===== src/rtl/kgd_blitter.sv =====
// kgd_blitter: Wishbone master that fills or copies bytes of the KGD video buffer through its
// non-incrementing address/data register pair. Optional macro KGD_BLIT_AUTOSHOW_EN adds a final ctrl write.
module kgd_blitter #(
  parameter int TIMEOUT = 64,
  parameter int AW      = 14
) (
  input  logic          wb_clk_i,
  input  logic          wb_rst_i,
  input  logic          cmd_start,
  input  logic          cmd_abort,
  input  logic          cmd_mode,
  input  logic [AW-1:0] cmd_src,
  input  logic [AW-1:0] cmd_dst,
  input  logic [AW:0]   cmd_len,
  input  logic [7:0]    cmd_fill,
  output logic          busy,
  output logic          done,
  output logic          err,
  output logic [2:0]    m_adr_o,
  output logic [15:0]   m_dat_o,
  input  logic [15:0]   m_dat_i,
  output logic          m_cyc_o,
  output logic          m_stb_o,
  output logic          m_we_o,
  output logic [1:0]    m_sel_o,
  input  logic          m_ack_i
);

  localparam int WDW = $clog2(TIMEOUT + 1);
  localparam logic [WDW-1:0] WD_LAST = WDW'(TIMEOUT - 1);
  localparam logic [WDW-1:0] ONE_W   = {{(WDW-1){1'b0}}, 1'b1};
  localparam logic [AW-1:0]  ONE_A   = {{(AW-1){1'b0}}, 1'b1};
  localparam logic [AW:0]    ONE_C   = {{AW{1'b0}}, 1'b1};

  typedef enum logic [3:0] {
    IDLE   = 4'd0,
    F_ADR  = 4'd1,
    F_DAT  = 4'd2,
    C_SADR = 4'd3,
    C_RD   = 4'd4,
    C_DADR = 4'd5,
    C_WR   = 4'd6,
    NEXT   = 4'd7,
    SHOW   = 4'd8,
    FIN    = 4'd9
  } state_e;

`ifdef KGD_BLIT_AUTOSHOW_EN
  localparam state_e LAST_ST = SHOW;
`else
  localparam state_e LAST_ST = FIN;
`endif

  state_e          state_q;
  logic            mode_q;
  logic [AW-1:0]   src_q;
  logic [AW-1:0]   dst_q;
  logic [AW:0]     cnt_q;
  logic [7:0]      fill_q;
  logic [7:0]      byte_q;
  logic [WDW-1:0]  wdog_q;
  logic            abort_q;
  logic            first_q;
  logic            busy_q;
  logic            done_q;
  logic            err_q;
  logic            cyc_q;
  logic            stb_q;
  logic            we_q;
  logic [1:0]      sel_q;
  logic [2:0]      adr_q;
  logic [15:0]     dat_q;

  logic [2:0]      bus_adr_d;
  logic [15:0]     bus_dat_d;
  logic            bus_we_d;
  logic [1:0]      bus_sel_d;
  state_e          bus_nxt_d;
  logic            abort_now_s;
  logic            dat_hi_unused_s;

  assign abort_now_s     = abort_q | cmd_abort;
  assign dat_hi_unused_s = ^m_dat_i[15:8];

  // Bus-cycle contents for the current state and the state reached after its ack.
  always_comb begin
    bus_adr_d = 3'd0;
    bus_dat_d = 16'h0000;
    bus_we_d  = 1'b1;
    bus_sel_d = 2'b11;
    bus_nxt_d = FIN;
    case (state_q)
      F_ADR:   begin bus_adr_d = 3'd4; bus_dat_d = 16'(dst_q);        bus_nxt_d = F_DAT;  end
      F_DAT:   begin bus_adr_d = 3'd2; bus_dat_d = {8'h00, fill_q};   bus_sel_d = 2'b01; bus_nxt_d = NEXT; end
      C_SADR:  begin bus_adr_d = 3'd4; bus_dat_d = 16'(src_q);        bus_nxt_d = C_RD;   end
      C_RD:    begin bus_adr_d = 3'd2; bus_we_d  = 1'b0;              bus_nxt_d = C_DADR; end
      C_DADR:  begin bus_adr_d = 3'd4; bus_dat_d = 16'(dst_q);        bus_nxt_d = C_WR;   end
      C_WR:    begin bus_adr_d = 3'd2; bus_dat_d = {8'h00, byte_q};   bus_sel_d = 2'b01; bus_nxt_d = NEXT; end
      SHOW:    begin bus_adr_d = 3'd0; bus_dat_d = 16'hC000;          bus_sel_d = 2'b10; bus_nxt_d = FIN;  end
      default: begin bus_nxt_d = FIN; end
    endcase
  end

  // Sequencer: each bus state first launches its cycle from idle, then waits for ack or watchdog.
  always_ff @(posedge wb_clk_i or posedge wb_rst_i) begin
    if (wb_rst_i) begin
      state_q <= IDLE;
      mode_q  <= 1'b0;
      src_q   <= '0;
      dst_q   <= '0;
      cnt_q   <= '0;
      fill_q  <= 8'h00;
      byte_q  <= 8'h00;
      wdog_q  <= '0;
      abort_q <= 1'b0;
      first_q <= 1'b0;
      busy_q  <= 1'b0;
      done_q  <= 1'b0;
      err_q   <= 1'b0;
      cyc_q   <= 1'b0;
      stb_q   <= 1'b0;
      we_q    <= 1'b0;
      sel_q   <= 2'b00;
      adr_q   <= 3'd0;
      dat_q   <= 16'h0000;
    end else begin
      done_q <= 1'b0;
      case (state_q)
        IDLE: begin
          if (cmd_start) begin
            mode_q  <= cmd_mode;
            src_q   <= cmd_src;
            dst_q   <= cmd_dst;
            cnt_q   <= cmd_len;
            fill_q  <= cmd_fill;
            err_q   <= 1'b0;
            busy_q  <= 1'b1;
            abort_q <= cmd_abort;
            first_q <= 1'b1;
            if (cmd_len == '0)  state_q <= FIN;
            else if (cmd_mode)  state_q <= C_SADR;
            else                state_q <= F_ADR;
          end
        end
        F_ADR, F_DAT, C_SADR, C_RD, C_DADR, C_WR, SHOW: begin
          if (cmd_abort) abort_q <= 1'b1;
          // A start-time abort must let the first bus cycle run before it takes effect.
          if (!cyc_q) begin
            if (abort_now_s && !first_q) begin
              state_q <= FIN;
            end else begin
              cyc_q   <= 1'b1;
              stb_q   <= 1'b1;
              adr_q   <= bus_adr_d;
              dat_q   <= bus_dat_d;
              we_q    <= bus_we_d;
              sel_q   <= bus_sel_d;
              wdog_q  <= '0;
              first_q <= 1'b0;
            end
          end else if (m_ack_i) begin
            cyc_q <= 1'b0;
            stb_q <= 1'b0;
            if (state_q == C_RD) byte_q <= m_dat_i[7:0];
            state_q <= abort_now_s ? FIN : bus_nxt_d;
          end else if (wdog_q == WD_LAST) begin
            cyc_q   <= 1'b0;
            stb_q   <= 1'b0;
            err_q   <= 1'b1;
            state_q <= FIN;
          end else begin
            wdog_q <= wdog_q + ONE_W;
          end
        end
        NEXT: begin
          src_q <= src_q + ONE_A;
          dst_q <= dst_q + ONE_A;
          cnt_q <= cnt_q - ONE_C;
          if (cmd_abort) abort_q <= 1'b1;
          if (abort_now_s)         state_q <= FIN;
          else if (cnt_q == ONE_C) state_q <= LAST_ST;
          else if (mode_q)         state_q <= C_SADR;
          else                     state_q <= F_ADR;
        end
        FIN: begin
          done_q  <= 1'b1;
          busy_q  <= 1'b0;
          abort_q <= 1'b0;
          state_q <= IDLE;
        end
        default: begin
          cyc_q   <= 1'b0;
          stb_q   <= 1'b0;
          busy_q  <= 1'b0;
          state_q <= IDLE;
        end
      endcase
    end
  end

  assign busy    = busy_q;
  assign done    = done_q;
  assign err     = err_q;
  assign m_adr_o = adr_q;
  assign m_dat_o = dat_q;
  assign m_cyc_o = cyc_q;
  assign m_stb_o = stb_q;
  assign m_we_o  = we_q;
  assign m_sel_o = sel_q;

endmodule


===== config.mk =====
export PLATFORM = sky130hd
export DESIGN_NAME = kgd_blitter
export DESIGN_NICKNAME = d
export VERILOG_FILES = /design/src/rtl/kgd_blitter.sv
export SDC_FILE = /design/constraint.sdc
export NUM_CORES = 1
export LEC_CHECK = 0
export CAP_MARGIN = 20
export CORE_ASPECT_RATIO = 1.5
export CORE_MARGIN = 5
export CORE_UTILIZATION = 52
export DETAILED_ROUTE_END_ITERATION = 8
export PLACE_DENSITY = 0.8
export SLEW_MARGIN = 30
export SYNTH_ARGS = -nofsm -noshare
export SYNTH_HDL_FRONTEND = slang
export SYNTH_SLANG_ARGS = --single-unit

===== constraint.sdc =====
create_clock -name wb_clk_i -period 3.7 [get_ports wb_clk_i]
set_input_delay 0.74 -clock wb_clk_i [delete_from_list [all_inputs] [get_ports wb_clk_i]]
set_output_delay 0.74 -clock wb_clk_i [all_outputs]
set_load 0.05 [all_outputs]

==> results.cfg, run 1 <==
[status]
outcome = complete, no violations

[floorplanning]
initial_core_util_pct = 53.0
die_area_sq_um = 12000
rows = 44
ios = 100
core_sq_um = 9630
die_w_um = 90.9
die_h_um = 131

[cts]
clk_pin_slew_ns = 0.07
cts-hold-fix-buffers = 0
htreeDepth = 3
cts_resized = 0
cts.sinks = 98
clkLatencyLatePin_ns = 0.34
root_buffer = clkbuf_16
cts_setup_buffers = 0
cts_buffers = 9
clockBufferDepth = 2
cts_tree = built

[timing]
fin_crit_sh_pct = 75.2
worst_pin_slew_ns = 0.934
rsz0062_at_grt = false
slew_headroom_pct = 37.7
fmax_ghz = 0.360
setup_viol = 0
min_period_ns = 2.78
fin_setup_tns_ns = 0
drv_slew = 0
hold_ws_ns = 0.481
finalClockSkew_ns = 0.0101
hold_viol = 0

[logic_synthesis]
synth_adder_area_share_pct = 1.22
yosysWarnings = 0
synth-compound-area-share_pct = 20.8
synth_area_sq_um = 5110
yosysTopAreaCell = dfrtp_1
yosysSeqAreaShare_pct = 48.0
syn_inst = 541
async_flop_share_pct = 100
synth_common_cells = dfrtp_1 (98), nand2_1 (85), nor2_1 (45), nand3_1 (24), nor3_1 (23)
synthTopCellsByArea = dfrtp_1 (48%), nand2_1 (6.2%), nor2_1 (3.3%)
synth.avg_cell_area_sq_um = 9.45
yosysTopAreaCellShare_pct = 48.0
yosysMostFrequentCell = dfrtp_1
synth-seq-cells = 98
synth_simple_gate_area_share_pct = 23.0
synth-xor-area-share_pct = 0.686
synth_cell_types = 65
synth_mux_area_share_pct = 1.76
synth_edf_count = 0
syn_nets = 619
ys.flop_type = dfrtp_1
synth_top_family_by_area = simple AND/OR/NAND/NOR gates

[setup_path]
worst-endpoint-arrival_ns = 3.06
crit_family = compound AO/OA/AOI/OAI gates
crit_required_ns = 3.98
slowest_stage = a22oi_1
crit_chain = nor4_4, a2111oi_4, a22oi_1, and3_1, a22o_1
end_kind = flip-flop
start_kind = flip-flop
slowest_delay_ns = 0.80
worstSetupPathType = flip-flop to flip-flop
cp_max_fo = 18
cp_num_buf_inv = 0

[grt]
grt.total_usage_pct = 22.4
grt_start_max_net_pins = 55
antenna_found_initial = 0
use_met2_pct = 38.0
grt_busiest_layer = met2
grt_pass1_vias = 4580
use_met1_pct = 28.8
grt.overflow.total = 0
use_met3_pct = 2.52
grt_pass1_wl_um = 22200

[pwr]
ir_drop_v = 0.000488
power_density_nw_per_um2 = 844
internal-power_mw = 3.08
p_comb_share_pct = 42.0
switching_share_pct = 42.8
switchingPower_mw = 2.30
pwr-share-seq_pct = 38.6
power_frac_clock_pct = 19.4
cellLeakagePower_nw = 2.63

[place]
io_buffers = 90
gp_congestion = 0.853
dpl_cell_area_sq_um = 6040
place_inst = 720
dp_hpwl_um = 9570

[drt]
avgViaCountPerCell = 6.31
drt_iter0_drc = 383
postRouteAntennaNets = 0
drt-total-wl_um = 13400
first_pass_iters = 5
drc = 0
num_vias = 4646
route.detailed.wl_per_inst_um = 18.2

[finish]
syn_to_final_growth_pct = 24.9
n_antenna_cell = 0
final_area_sq_um = 6380
num-fill-cells = 771
utilization_pct = 66.3
drive_above_1_share_pct = 7.57
final_cells = 736
nNetsFinal = 694

[run]
maxCapViolCount = 0

[min_path]
min_path_type = flip-flop to flip-flop
==> power groups by stage <==
stage          registers (mW)  logic, mW  clock network, mW
3_5_place_dp             2.08       2.24                  0
5_1_grt                  2.15       2.48               1.10
6_report                 2.08       2.26               1.04
4_1_cts                  2.06       2.27               1.06
2_1_floorplan            2.21       1.46                  0
3_3_place_gp             2.04       2.17                  0
==> worst paths after layout <==
check                                   startpoint                       to  slack, ns  cells past startpoint
max                         state_q[0]$_DFFE_PP0P_   state_q[3]$_DFFE_PP0P_       0.92                      5
min                        m_dat_o[12]$_DFFE_PP0P_  m_dat_o[12]$_DFFE_PP0P_       0.48                      2
min reg2reg                m_dat_o[12]$_DFFE_PP0P_  m_dat_o[12]$_DFFE_PP0P_       0.48                      2
max in group asynchronous                 wb_rst_i     src_q[4]$_DFFE_PP0P_       2.13                      3
min in group asynchronous                 wb_rst_i   state_q[1]$_DFFE_PP0P_       0.83                      2
max reg2reg                 state_q[0]$_DFFE_PP0P_   state_q[3]$_DFFE_PP0P_       0.92                      5
==> tightest hold or removal path, stage by stage (launching register included) <==
cell and delay [ns]:
dfrtp_1 0.34, nand2_1 0.04, o21ai_0 0.06
==> cell families (layout without fill, tap and decap cells) <==
family | count (synthesis) | count (layout)
compound gates | 143 | 143
xor+xnor | 4 | 4
fa+ha+maj | 5 | 5
buf+inv | 43 | 123
flops | 98 | 98
mux | 8 | 8
other cells | 1 | 1
simple gates | 239 | 239
==> area by class of cell <==
class / instances / area [sq um] / area share, %
multi-input cells: 400 / 2440 / 38.2
flip-flops and latches: 98 / 2450 / 38.4
well taps: 115 / 144 / 2.25
clock inverters: 5 / 83.8 / 1.31
repair buffers: 99 / 981 / 15.4
inverters: 8 / 31.3 / 0.490
clock buffers: 11 / 253 / 3.96
==> stage by stage <==
stage | power (mW) | worst slack [ns]
final | 5.39 | 0.919
after global routing | 5.73 | 0.774
after CTS | 5.39 | 0.937
after detailed placement | 4.32 | 0.787
after global placement | 4.22 | 0.818
after floorplan | 3.67 | 0.398
==> sequential cells by signal, summed over array words and instances, names as in the netlist, 4 cells and up <==
register and count:
byte_q 8, cnt_q 15, dst_q 14, fill_q 8
m_dat_o 15, src_q 14, state_q 4, wdog_q 7
==> placed cells by master, fill, tap and decap left out, types with 3 or more instances in the layout <==
cell type        instances
a211oi_1                10
a21oi_1                 18
a221o_1                  4
a221oi_1                 8
a22o_1                  10
a22oi_1                  7
a311oi_1                10
a31oi_1                  7
and2_1                   8
and3_1                  11
and4_1                   3
buf_4                    8
clkbuf_16                9
clkdlybuf4s50_1         90
dfrtp_1                 98
ha_1                     5
inv_1                    7
mux2_2                   8
nand2_1                 85
nand2b_1                 4
nand3_1                 24
nand4_1                  8
nor2_1                  45
nor3_1                  22
nor4_1                   7
o211ai_1                 7
o21a_1                   5
o21ai_0                 21
o21ai_1                  9
o221a_2                  3
o311ai_0                 4
o31ai_1                  4
or3_1                    3
or4_1                    4
xor2_1                   3
==> layer usage <==
| metal | wire, um | part of all wire, % |
|---|---|---|
| met4 | 343 | 2.6 |
| met5 | 0 | 0 |
| met1 | 5390 | 40 |
| met2 | 6980 | 52 |
| met3 | 668 | 5.0 |
Note: power is estimated with default switching activity, not from simulation.
==> inputs of run 2 (changes only) <==
--- a/config.mk
+++ b/config.mk
@@ -8,9 +8,9 @@
 export CAP_MARGIN = 20
 export CORE_ASPECT_RATIO = 1.5
 export CORE_MARGIN = 5
-export CORE_UTILIZATION = 52
+export CORE_UTILIZATION = 47
 export DETAILED_ROUTE_END_ITERATION = 8
-export PLACE_DENSITY = 0.8
+export PLACE_DENSITY = 0.77
 export SLEW_MARGIN = 30
 export SYNTH_ARGS = -nofsm -noshare
 export SYNTH_HDL_FRONTEND = slang
==> constraint.sdc (replaced) <==
create_clock -name wb_clk_i -period 2.4 [get_ports wb_clk_i]
set_input_delay 0.48 -clock wb_clk_i [delete_from_list [all_inputs] [get_ports wb_clk_i]]
set_output_delay 0.48 -clock wb_clk_i [all_outputs]
set_load 0.05 [all_outputs]
==> run 2 against run 1 <==
  * Combinational power is 67% higher
  * Power increased by 58%
  * Global-route usage is 0.60 points lower
  * Design area grew 2.5%
  * Clock power rose by 56%
  * Flip-flop and latch count stayed put
  * Worst setup slack worse by 0.74 ns
  * Clock skew shrank 0.0039 ns
  * First-iteration DRC count down 4.7%
  * Final cell count grew 6.0%
  * Routed wire length up 1.8%
  * Non-clock buffer count increased by 15
  * Critical path type unchanged
  * Critical endpoint is now state_q[0]$_DFFE_PP0P_
  * Highest routed layer unchanged
==> results.cfg, run 2 (synthesized netlist as in run 1, its figures left out) <==
[timing]
fmax_ghz = 0.450
rsz0062_at_grt = false
finalClockSkew_ns = 0.00623
min_period_ns = 2.22
timing.final.ws_setup_ns = 0.177
drv_slew = 0
setup_viol = 0
fin_crit_sh_pct = 92.6
fin_setup_tns_ns = 0
slew_headroom_pct = 38.1
worst_pin_slew_ns = 0.921
hold_viol = 0
hold_ws_ns = 0.479

[floorplanning]
die_w_um = 95.1
initial_core_util_pct = 48.3
ios = 100
core_sq_um = 10600
rows = 46
die_h_um = 138
die_area_sq_um = 13100

[drt]
drt-total-wl_um = 13600
num_vias = 4671
route.detailed.wl_per_inst_um = 17.5
drc = 0
avgViaCountPerCell = 5.99
drt_iter0_drc = 365
postRouteAntennaNets = 0
first_pass_iters = 5

[setup_path]
end_kind = flip-flop
crit_family = compound AO/OA/AOI/OAI gates
r2r-start = state_q[2]$_DFFE_PP0P_
start_kind = flip-flop
cp_max_fo = 10
worstSetupPathType = flip-flop to flip-flop
cp_num_buf_inv = 1
rr_worst_depth = 6
worst-endpoint-arrival_ns = 2.48
reg2reg_setup_slack_ns = 0.18
crit_chain = nor4_4, a2111oi_4, a22oi_1, buf_4, a21oi_1, o31ai_1
crit_required_ns = 2.65
slowest_delay_ns = 0.56
reg2reg_to = state_q[0]$_DFFE_PP0P_
slowest_stage = nor4_4

[cts]
htreeDepth = 3
clk_pin_slew_ns = 0.06
cts_buffers = 9
cts_resized = 0
clockBufferDepth = 2
root_buffer = clkbuf_16
cts_setup_buffers = 0
clkLatencyLatePin_ns = 0.35
cts-hold-fix-buffers = 0
cts_tree = built
cts.sinks = 98

[finish]
final_cell_mix = dfrtp_1 (98), clkdlybuf4s50_1 (90), nand2_1 (85), nor2_1 (45), nand3_1 (24)
drive_above_1_share_pct = 9.43
regArea_sq_um = 2450
num-fill-cells = 913
n_antenna_cell = 0
final_area_sq_um = 6540
final_common_cell = dfrtp_1
nNetsFinal = 709
syn_to_final_growth_pct = 28.0
multiInputGateArea_sq_um = 2430

[min_path]
hold_path_depth = 2
hold_start = busy$_DFFE_PP0P_
worstHoldEndpoint = busy$_DFFE_PP0P_
min_path_type = flip-flop to flip-flop

[run]
maxCapViolCount = 0

[place]
gp_congestion = 0.886
io_buffers = 90
dp_hpwl_um = 10000
pre_cts_ws_ns = 0.0738
dpl_cell_area_sq_um = 6210

[grt]
grt_pass1_vias = 4661
grt.overflow.total = 0
grt_pass1_wl_um = 22400
grt.total_usage_pct = 21.8
grt_start_max_net_pins = 99
antenna_found_initial = 0

[status]
outcome = complete, no violations

[pwr]
ir_drop_v = 0.000545
fin_total_pwr_mw = 8.50
cellLeakagePower_nw = 2.71
power_density_nw_per_um2 = 1300
[run 2: how the worst max path moves through the flow]
stage / cells past startpoint / end / from
2_1_floorplan: 6 / state_q[3]$_DFFE_PP0P_ / m_cyc_o$_DFFE_PP0N_
3_3_place_gp: 6 / wdog_q[3]$_DFFE_PP0P_ / m_ack_i
3_5_place_dp: 6 / wdog_q[3]$_DFFE_PP0P_ / m_ack_i
4_1_cts: 5 / dst_q[9]$_DFFE_PP0P_ / state_q[3]$_DFFE_PP0P_
5_1_grt: 6 / state_q[0]$_DFFE_PP0P_ / state_q[2]$_DFFE_PP0P_
6_report: 6 / state_q[0]$_DFFE_PP0P_ / state_q[2]$_DFFE_PP0P_
[run 2: power breakdown]
group	switching (mW)	leakage, nW	internal [mW]
sequential	0.750	1.22	2.36
clock	0.603	0.160	1.02
combinational	2.19	1.33	1.57
total	3.55	2.71	4.95
[run 2: cell type report]
type	count	area share [%]
Clock inverter	5	1.57
Clock buffer	11	3.56
Multi-Input combinational cell	400	37.2
Tap cell	144	2.75
Timing Repair Buffer	114	16.9
Inverter	8	0.516
Sequential cell	98	37.5
[run 2: worst register-to-register path: stages, from the launching register on]
cell	delay, ns
dfrtp_1	0.52
nor4_4	0.56
a2111oi_4	0.12
a22oi_1	0.43
buf_4	0.21
a21oi_1	0.07
o31ai_1	0.23
[run 2: layer usage]
metal	GRT usage [%]	vias to the layer above	wire length (um)
met5	0	-	0
met4	10.6	0	467
met3	3.55	37	756
met2	36.7	184	6820
met1	27.0	2243	5570
li1	-	2207	-
[run 2: stage by stage]
| stage | utilization, % | instances |
|---|---|---|
| after floorplan | - | 541 |
| after CTS | 61.8 | 780 |
| after global routing | 61.8 | 780 |
| after detailed placement | 58.6 | 764 |
| final | 61.8 | 780 |
| after global placement | 58.6 | 764 |
